## config.mk

```make
export PLATFORM = sky130hd
export DESIGN_NAME = pipe_stage_reg
export DESIGN_NICKNAME = d
export VERILOG_FILES = /design/src/rtl/pipe_pkg.sv /design/src/rtl/pipe_stage_reg_sat_counter.sv /design/src/rtl/pipe_stage_reg.sv
export SDC_FILE = /design/constraint.sdc
export NUM_CORES = 1
export LEC_CHECK = 0
export BUFFER_PORTS_ARGS = -buffer_cell sky130_fd_sc_hd__buf_4
export CAP_MARGIN = 0
export CORE_ASPECT_RATIO = 2
export CORE_MARGIN = 5
export CORE_UTILIZATION = 30
export DETAILED_ROUTE_END_ITERATION = 12
export PLACE_DENSITY = 0.51
export SKIP_LAST_GASP = 1
export SYNTH_ARGS = -nofsm -noshare
export SYNTH_HDL_FRONTEND = slang
export SYNTH_SLANG_ARGS = --single-unit
```

## constraint.sdc

```tcl
create_clock -name clk -period 1.98 [get_ports clk]
set_input_delay 0.297 -clock clk [delete_from_list [all_inputs] [get_ports clk]]
set_output_delay 0.297 -clock clk [all_outputs]
set_load 0.02 [all_outputs]
```

## src/rtl/pipe_pkg.sv

```systemverilog
// Shared constants and helpers for the MIPS inter-stage pipeline registers.
// Gives the channel layout, the NOP encoding and the per-edge operation decode.
package pipe_pkg;

    localparam int W_WORD        = 32;
    localparam logic [31:0] NOP_INSTR = 32'h0000_0000;

    localparam int CH_PC  = 0;
    localparam int CH_IR  = 1;
    localparam int CH_RS  = 2;
    localparam int CH_RT  = 3;
    localparam int CH_EXT = 4;

    localparam int CNT_W_DEFAULT = 16;

    typedef enum logic [1:0] {
        OP_LOAD  = 2'd0,
        OP_HOLD  = 2'd1,
        OP_FLUSH = 2'd2
    } stage_op_e;

    // Flush beats stall beats load.
    function automatic stage_op_e decode_op(input logic flush, input logic stall);
        if (flush)
            return OP_FLUSH;
        if (stall)
            return OP_HOLD;
        return OP_LOAD;
    endfunction

endpackage

```

## src/rtl/pipe_stage_reg_sat_counter.sv

```systemverilog
// Saturating event counter with synchronous clear; clear overrides increment.
// Used for the stall and bubble statistics of a pipeline stage register.
module sat_counter #(
    parameter int CNT_W = 16
) (
    input  logic             clk,
    input  logic             rst_n,
    input  logic             inc,
    input  logic             clr,
    output logic [CNT_W-1:0] count
);

    function automatic logic [CNT_W-1:0] sat_inc(input logic [CNT_W-1:0] v);
        if (&v)
            return v;
        return v + {{(CNT_W-1){1'b0}}, 1'b1};
    endfunction

    logic [CNT_W-1:0] cnt_p1;

    always_ff @(posedge clk or negedge rst_n) begin
        if (!rst_n)
            cnt_p1 <= '0;
        else if (clr)
            cnt_p1 <= '0;
        else if (inc)
            cnt_p1 <= sat_inc(cnt_p1);
    end

    assign count = cnt_p1;

endmodule

```

## src/rtl/pipe_stage_reg.sv

```systemverilog
// Inter-stage pipeline register (F/D, D/E, E/M, M/W) with stall, flush-to-bubble
// and saturating stall/bubble counters for the hazard-debug path.
module pipe_stage_reg
    import pipe_pkg::*;
#(
    parameter int NCH              = 5,
    parameter int W                = W_WORD,
    parameter int PC_IDX           = CH_PC,
    parameter int IR_IDX           = CH_IR,
    parameter int KEEP_PC_ON_FLUSH = 1,
    parameter int CNT_W            = CNT_W_DEFAULT
) (
    input  logic               clk,
    input  logic               rst_n,
    input  logic               in_valid,
    input  logic [NCH*W-1:0]   in_data,
    input  logic               in_bd,
    input  logic               stall,
    input  logic               flush,
    input  logic               cnt_clr,
    output logic               out_valid,
    output logic [NCH*W-1:0]   out_data,
    output logic               out_bd,
    output logic [CNT_W-1:0]   stall_cnt,
    output logic [CNT_W-1:0]   bubble_cnt
);

    localparam bit KEEP_PC = (KEEP_PC_ON_FLUSH != 0);

    stage_op_e        op;
    logic             vld_p1;
    logic             bd_p1;
    logic [W-1:0]     data_p1 [NCH];
    logic             stall_inc;
    logic             bubble_inc;

    always_comb begin
        op = decode_op(flush, stall);
    end

    // ---- p0 -> p1 : payload channels, each with its own bubble value
    for (genvar k = 0; k < NCH; k++) begin : g_ch
        logic [W-1:0] in_ch;
        logic [W-1:0] bubble_ch;

        assign in_ch = in_data[k*W +: W];

        if (k == PC_IDX && KEEP_PC) begin : g_keep_pc
            // EPC must see the faulting PC even though the slot is a bubble.
            assign bubble_ch = in_ch;
        end else if (k == IR_IDX) begin : g_nop
            assign bubble_ch = W'(NOP_INSTR);
        end else begin : g_zero
            assign bubble_ch = '0;
        end

        always_ff @(posedge clk or negedge rst_n) begin
            if (!rst_n) begin
                data_p1[k] <= '0;
            end else begin
                case (op)
                    OP_LOAD:  data_p1[k] <= in_ch;
                    OP_FLUSH: data_p1[k] <= bubble_ch;
                    default:  data_p1[k] <= data_p1[k];
                endcase
            end
        end

        assign out_data[k*W +: W] = data_p1[k];
    end

    // ---- p0 -> p1 : valid and delay-slot flag
    always_ff @(posedge clk or negedge rst_n) begin
        if (!rst_n) begin
            vld_p1 <= 1'b0;
            bd_p1  <= 1'b0;
        end else begin
            case (op)
                OP_LOAD: begin
                    vld_p1 <= in_valid;
                    bd_p1  <= in_bd;
                end
                OP_FLUSH: begin
                    vld_p1 <= 1'b0;
                    bd_p1  <= KEEP_PC ? in_bd : 1'b0;
                end
                default: begin
                    vld_p1 <= vld_p1;
                    bd_p1  <= bd_p1;
                end
            endcase
        end
    end

    assign out_valid = vld_p1;
    assign out_bd    = bd_p1;

    // Only a stall that actually freezes a live instruction counts as lost work.
    assign stall_inc  = (op == OP_HOLD) && vld_p1;
    assign bubble_inc = (op == OP_FLUSH);

    sat_counter #(
        .CNT_W (CNT_W)
    ) u_stall_cnt (
        .clk   (clk),
        .rst_n (rst_n),
        .inc   (stall_inc),
        .clr   (cnt_clr),
        .count (stall_cnt)
    );

    sat_counter #(
        .CNT_W (CNT_W)
    ) u_bubble_cnt (
        .clk   (clk),
        .rst_n (rst_n),
        .inc   (bubble_inc),
        .clr   (cnt_clr),
        .count (bubble_cnt)
    );

endmodule

```

==> results of run 1 <==
## registers in the layout (all words and copies together), names as in the netlist
register,count
u_stall_cnt.count,16
u_bubble_cnt.count,16
out_data,160
out_bd,1
out_valid,1
## synthesized netlist by cell type (2+ instances only)
cell type / n
dfrtp_1: 194
nor2_1: 147
mux2i_1: 131
mux2_2: 46
clkbuf_1: 20
buf_2: 18
a21oi_1: 16
nand2_1: 15
nor2b_1: 13
a211oi_1: 8
nor3_1: 7
inv_1: 6
nand3_1: 6
nand4_1: 6
or4_1: 6
or3_1: 5
o21ai_0: 4
o311ai_0: 4
o41ai_1: 4
and2_1: 3
and3_1: 3
buf_1: 3
o31ai_1: 3
and4_1: 2
ha_1: 2
nor4_1: 2
nor4_4: 2
o21a_1: 2
## cells in the final DEF, fill, tap and decap left out, types with 7 or more instances in the layout
cell | netlist | final
buf_4 | 0 | 378
dfrtp_1 | 194 | 194
nor2_1 | 147 | 147
mux2i_1 | 131 | 131
mux2_2 | 46 | 46
clkbuf_16 | 0 | 17
a21oi_1 | 16 | 16
nand2_1 | 15 | 15
nor2b_1 | 13 | 13
a211oi_1 | 8 | 8
nor3_1 | 7 | 7
## logic make-up (layout without fill, tap and decap cells)
kind of cell,count (synthesis),count (layout),share of synthesized area [%]
AO/OA/AOI/OAI,46,46,3.74
adder cells (fa/ha/maj),2,2,0.303
buffers and inverters,47,424,2.41
flip-flops,194,194,58.7
multiplexers,177,177,22.1
other,0,1,0
AND/OR/NAND/NOR,224,224,12.7
## worst max-delay path, cell delays in order, from the launching register on
cell and delay, ns:
dfrtp_1 0.42, ha_1 0.24, and2_1 0.27, a21boi_0 0.37, mux2_2 0.38
## cell type report
type / instances / area (um2) / share of cell area (%)
Sequential cell: 194 / 4850 / 40.0
Multi-Input combinational cell: 449 / 3210 / 26.5
Timing Repair Buffer: 387 / 2990 / 24.7
Clock buffer: 20 / 457 / 3.76
Tap cell: 352 / 440 / 3.63
Clock inverter: 11 / 149 / 1.23
Inverter: 6 / 22.5 / 0.186
Antenna cell: 1 / 2.50 / 0.0206
## through the flow
step	hold WS (ns)	worst slack, ns
3_5_place_dp	0.349	0.184
3_3_place_gp	0.354	0.199
4_1_cts	0.0490	0.175
2_1_floorplan	0.00141	0.0610
5_1_grt	0.0559	0.0660
6_report	0.0842	0.191
## layer usage
metal  track usage (%)  up-vias  routed length, um
li1                  -     3115                  -
met4              6.06        0                594
met1              17.9     3177               9260
met5                 0        -                  0
met2              33.9      198              15800
met3              4.46       25               1570
## power by group through the flow
| stage | sequential (mW) | clock [mW] | combinational (mW) |
|---|---|---|---|
| 3_3_place_gp | 4.36 | 0 | 1.53 |
| 4_1_cts | 4.29 | 3.77 | 1.54 |
| 2_1_floorplan | 4.62 | 0 | 0.420 |
| 6_report | 4.29 | 3.63 | 1.50 |
| 3_5_place_dp | 4.36 | 0 | 1.53 |
| 5_1_grt | 4.32 | 3.91 | 1.63 |
## worst max path at each step
stage,cells after the start,endpoint,start
4_1_cts,4,u_bubble_cnt.count[0],u_bubble_cnt.count[0]
2_1_floorplan,6,u_stall_cnt.count[14],u_stall_cnt.count[0]
3_5_place_dp,4,u_bubble_cnt.count[0],u_bubble_cnt.count[0]
3_3_place_gp,4,u_bubble_cnt.count[15],u_bubble_cnt.count[8]
6_report,4,u_bubble_cnt.count[0],u_bubble_cnt.count[0]
5_1_grt,4,u_bubble_cnt.count[15],u_bubble_cnt.count[8]
## what timing repair did
action	in CTS	in global routing
hold buffers	1	0
endpoints found under the hold margin	52	0
buffers inserted	0	0
==> key figures, run 1 <==
Detailed routing
  – Initial DRT Pass Iterations: 4
  – Via count: between 6000 and 7000
  – Residual DRC count: 0
  – Routed vias/inst: approximately 4.6
  – Avg WL per Cell: between 15 and 20 um
  – Post-route ant nets: 0
  – Number of DRC markers in iteration 0: 255
  – Final wirelength: between 20 and 30 mm

Setup path
  – Req. time, crit path: between 2 and 2.5 ns
  – Crit. End Element: flip-flop
  – Worst path arrival time: ~2.1 ns
  – Reg2reg setup slack: between 0.15 and 0.2 ns
  – Crit path kind: flip-flop to flip-flop
  – FF-to-FF path depth: 4
  – Max FO, Critical Path: 9
  – RR Startpoint: u_bubble_cnt.count[0]
  – CP Launch Type: flip-flop
  – Critical R2R Capture: u_bubble_cnt.count[0]

Synthesis
  – Synth area leader: dfrtp_1
  – Yosys warning count: 0
  – Top cells by area, synth: dfrtp_1 (59%), mux2i_1 (16%), nor2_1 (6.7%), mux2_2 (6.3%), buf_2 (1.1%)
  – Top cell type's share of synthesized area: 58.7%
  – Number of library cell types mapped by synthesis: 40
  – Mapped Cells: 690
  – Post-synth EDFFs: 0
  – Syn_area_per_cell: roughly 12 um2
  – Top_reg_cell synth: dfrtp_1
  – Seq cells post-synth: 194
  – Mapped Area: ~8300 um2
  – Asr flop ratio synth: between 90% and 100%
  – Sequential area share after synthesis: 58.7%
  – Synthesized Nets: around 860

Place
  – Placed insts: between 1000 and 1500
  – RD Place Congestion: between 0.7 and 0.8
  – Input/output buffers: between 300 and 400
  – Post-DP Area: between 10000 and 15000 um2
  – Hpwl dp: about 21 mm

Pwr
  – Clk pwr share: approximately two fifths
  – PD cells: 777 nW/um2
  – Net Sw Frac: 26.2%
  – Int Pwr: around 7 mW
  – Sw Pwr: between 2 and 2.5 mW
  – Comb pwr share: 16.0%
  – Sequential share of power: roughly 46%
  – Final Power: around 9.4 mW
  – Maximum VDD drop: around 520 uV
  – Leakage: 6.31 nW

Global route
  – Vias in the first global route: 7103
  – Largest net degree at the start of global routing: 72
  – Gr ovfl total: 0
  – Initial antenna violation count: 1
  – Global-route wire length before repair: between 40 and 50 mm
  – Tot GR Track Use: between 15 and 20%

Clock tree
  – Total CTS buffers: 17
  – CTS Root Cell: clkbuf_16
  – CTS clk-pin slew, worst paths: 0.07 ns
  – Htree depth: 4
  – CTS tree: done
  – Post-CTS Resized: 0
  – Clock tree buffer depth: 2
  – Clk_lat worst skew: about 0.44 ns
  – Clock Sinks: between 150 and 200

Floorplan
  – Starting Density: between 30% and 40%
  – Top Ports: around 360
  – DIE WIDTH: around 130 um
  – Row Count: between 80 and 90
  – Die span in y: approximately 240 um
  – Core box area: roughly 27000 um2
  – Die area: 31200 um2

Hold path
  – HP Start: in_data[15]
  – HP Class: input port to flip-flop
  – Worst Hold Depth: 2
  – Hold Path End: out_data[15]

STA
  – Slew @ Worst Pin: ~0.82 ns
  – RSZ-0062 raised after global routing: no
  – Setup TNS: 0 ns
  – Final hold violations: 0
  – Fmax: between 500 and 600 MHz
  – # setup viols final: 0
  – Slew Limit Fails: 0
  – Rel. slew slack: between 40% and 50%
  – Final min period: between 1.5 and 2 ns
  – Final period utilization: about nine tenths
  – Setup Skew: approximately 0.0055 ns

Final layout
  – Core Util, Final: roughly 44%
  – Fill cells: 2693
  – Area growth syn-to-layout: 46.8%
  – Share of layout cells above drive strength 1: 43.9%
  – Post-route cell area: about 12000 um2
  – Layout Nets: between 1000 and 1500
  – Post-Layout Cell Count: roughly 1400

Outcome
  – Status: finished, final reports clean

Run
  – # Max-Cap Violations: 0
Note: power is estimated with default switching activity, not from simulation.
==> inputs of run 2 (changes only) <==
Settings changed: SYNTH_HIERARCHICAL set to 1.
==> run 2 against run 1 <==
Worst setup slack improved by 0.051 ns. Wire length rose by 1.3%. Utilization fell by 0.62 points. Synthesized cell count fell by 0.29%. Critical endpoint is now u_bubble_cnt/count[12]. Global-route usage fell by 0.77 points. Largest power group unchanged. Clock power barely moved. Sequential power barely moved. Sequential share of layout area fell by 0.36 points. Non-clock buffer count rose by 2. Final area rose by 0.92%. Flip-flop and latch count did not move. Total power barely moved.
==> key figures, run 2 <==
Synthesis
  – Top-count cell post-synth: dfrtp_1
  – Synthesized Nets: 857 (-0.23%)
  – Top_reg_cell synth: dfrtp_1
  – Mapped Area: 8500 um2 (+2.9%)
  – Synth area leader: dfrtp_1
  – Number of library cell types mapped by synthesis: 40 (unchanged)
  – Seq cells post-synth: 194 (unchanged)
  – Post-synth top cells: dfrtp_1 (194), nor2_1 (148), mux2i_1 (131)
  – Sequential area share after synthesis: 57.1% (-1.6 points)
  – Top cell type's share of synthesized area: 57.1% (-1.6 points)
  – Top cells by area, synth: dfrtp_1 (57%), mux2i_1 (15%), nor2_1 (6.5%), mux2_4 (5.5%), buf_6 (2.0%)
  – Asr flop ratio synth: 100% (unchanged)
  – Mapped Cells: 688 (-0.29%)
  – Syn_area_per_cell: 12.4 um2 (+3.2%)
  – Yosys warning count: 6 (+6)
  – Post-synth EDFFs: 0 (unchanged)

Floorplan
  – Row Count: 87 (+1.2%)
  – Die span in y: 248 um (+1.4%)
  – Top Ports: 361 (unchanged)
  – DIE WIDTH: 129 um (+1.3%)
  – Die area: 32000 um2 (+2.7%)
  – Starting Density: 30.3% (+0.15 points)
  – Core box area: 28100 um2 (+2.4%)

STA
  – Final min period: 1.74 ns (-0.0507 ns)
  – WHS: 0.0785 ns (-0.00567 ns)
  – Setup TNS: 0 ns (unchanged)
  – Fmax: 575 MHz (+2.9%)
  – Setup Skew: 0.00820 ns (+0.00270 ns)
  – PnR worst setup slack: 0.241 ns (+0.0507 ns)
  – Final hold violations: 0 (unchanged)
  – Rel. slew slack: 36.5% (-8.7 points)
  – Slew @ Worst Pin: 0.952 ns (+0.131 ns)
  – Slew Limit Fails: 0 (unchanged)
  – # setup viols final: 0 (unchanged)
  – Final period utilization: 87.8% (-2.6 points)
  – RSZ-0062 raised after global routing: no

Hold path
  – HP Class: input port to flip-flop
  – Worst Hold Depth: 2 (unchanged)
  – Hold Path End: out_data[23]
  – HP Start: in_data[23]

Clock tree
  – Clock tree buffer depth: 2 (unchanged)
  – CTS tree: done
  – Clock Sinks: 194 (unchanged)
  – Total CTS buffers: 17 (unchanged)
  – CTS Root Cell: clkbuf_16
  – Clk_lat worst skew: 0.45 ns (about the same)
  – CTS clk-pin slew, worst paths: 0.08 ns (about the same)
  – Post-CTS Resized: 0 (unchanged)
  – Htree depth: 4 (unchanged)

Global route
  – Global-route wire length before repair: 40.6 mm (-3.0%)
  – Initial antenna violation count: 3 (+2)
  – Tot GR Track Use: 16.8% (-0.77 points)
  – Gr ovfl total: 0 (unchanged)
  – Largest net degree at the start of global routing: 78 (+8.3%)
  – Vias in the first global route: 6909 (-2.7%)

Setup path
  – Req. time, crit path: 2.31 ns (about the same)
  – Critical Path, Cell by Cell: ha_1 -> and4_4 -> nand3_2 -> nor4b_2 -> mux2_2
  – Worst path max stage delay: 0.37 ns (-0.05 ns)
  – CP Launch Type: flip-flop
  – Worst path arrival time: 2.07 ns (-0.04 ns)
  – FF-to-FF path depth: 5 (+1)
  – Reg2reg setup slack: 0.24 ns (+0.05 ns)
  – Critical R2R Capture: u_bubble_cnt/count[12]
  – Crit path kind: flip-flop to flip-flop
  – Critical path's slowest cell: dfrtp_1
  – Max FO, Critical Path: 5 (-4)
  – RR Startpoint: u_bubble_cnt/count[0]
  – Crit-path leading delay family: simple AND/OR/NAND/NOR gates
  – Worst path bufs/invs: 0 (unchanged)
  – Crit. End Element: flip-flop

Place
  – RD Place Congestion: 0.785 (-0.87%)
  – Input/output buffers: 360 (unchanged)
  – Worst slack at placement: 0.183 ns (-0.000726 ns)
  – Post-DP Area: 11600 um2 (+0.87%)
  – Hpwl dp: 20.6 mm (-1.1%)
  – Placed insts: 1390 (+0.22%)

Final layout
  – Post-route cell area: 12200 um2 (+0.92%)
  – Most common cell after layout, fill and taps aside: buf_4
  – Commonest cells after routing, fill and taps aside: buf_4 (383), dfrtp_1 (194), nor2_1 (148)
  – Post-Layout Cell Count: 1427 (+0.49%)
  – Layout Nets: 1223 (-0.082%)
  – Max reg flops: 160 (unchanged)
  – Share of layout cells above drive strength 1: 45.0% (+1.1 points)
  – Area growth syn-to-layout: 44.0%

Pwr
  – PD cells: 770 nW/um2 (-0.83%)
  – Leakage: 6.39 nW (+1.4%)
  – Maximum VDD drop: 500 uV (-4.3%)

Detailed routing
  – Number of DRC markers in iteration 0: 254 (-0.39%)
  – Via count: 6640 (+1.9%)
  – Final wirelength: 27.6 mm (+1.3%)
  – Routed vias/inst: 4.65 (+1.4%)
  – Avg WL per Cell: 19.3 um (+0.84%)
  – Initial DRT Pass Iterations: 5 (+1)
  – Post-route ant nets: 0 (unchanged)
  – Residual DRC count: 0 (unchanged)

Run
  – # Max-Cap Violations: 0 (unchanged)

Outcome
  – Status: finished, final reports clean
-- run 2: layout make-up --
type | instances | area [um2]
antenna | 4 | 10.0
clock buffer | 18 | 439
clock inverter | 14 | 170
fill | 2747 | 15800
inverter | 1 | 3.75
multi-input combinational | 451 | 3350
sequential | 194 | 4850
tap | 356 | 445
timing repair buffer | 389 | 2970
-- run 2: worst max-delay path by stage --
stage / from / end / slack (ns) / cells after the start
finish: u_bubble_cnt/count[0] / u_bubble_cnt/count[12] / 0.24 / 5
global route: u_bubble_cnt/count[10] / u_bubble_cnt/count[4] / 0.10 / 4
CTS: u_stall_cnt/count[10] / u_stall_cnt/count[12] / 0.23 / 4
detailed placement: flush / u_stall_cnt/count[9] / 0.18 / 8
global placement: flush / u_stall_cnt/count[9] / 0.21 / 8
floorplan: stall / u_stall_cnt/count[9] / 0.16 / 10
-- run 2: routing by layer --
| layer | wire length, um | global-route usage (%) |
|---|---|---|
| met4 | 896 | 8.01 |
| met2 | 15600 | 31.1 |
| met3 | 1620 | 4.08 |
| met5 | 0 | 0 |
| met1 | 9480 | 17.5 |
-- run 2: cells by family after synthesis --
family | count (synthesis) | share of synthesized area (%)
AOI/OAI and AO/OA | 38 | 2.88
adders and majority gates | 2 | 0.294
buffers and inverters | 43 | 3.55
DFF | 194 | 57.1
muxes | 170 | 22.0
and+or+nand+nor | 241 | 14.2
-- run 2: power by group --
part | switching [mW] | total [mW] | internal, mW | leakage (nW)
clock | 1.67 | 3.61 | 1.94 | 0.293
sequential | 0.116 | 4.28 | 4.17 | 2.54
combinational | 0.791 | 1.54 | 0.746 | 3.56
total | 2.57 | 9.43 | 6.85 | 6.39
-- run 2: metrics by stage --
step           power, mW  utilization (%)
3_3_place_gp        5.91             41.4
6_report            9.43             43.6
2_1_floorplan       5.10                -
5_1_grt             9.86             43.6
4_1_cts             9.61             43.6
3_5_place_dp        5.93             41.4
-- run 2: worst reg2reg max path, cell delays in order (launching register included) --
cell and delay [ns]:
dfrtp_1 0.37, ha_1 0.25, and4_4 0.28, nand3_2 0.13, nor4b_2 0.25, mux2_2 0.36
-- run 2: repair_timing --
action | 4_1_cts | 5_1_grt
hold buffers | 1 | 0
buffers inserted | 0 | 0
hold endpoints to repair | 19 | 0
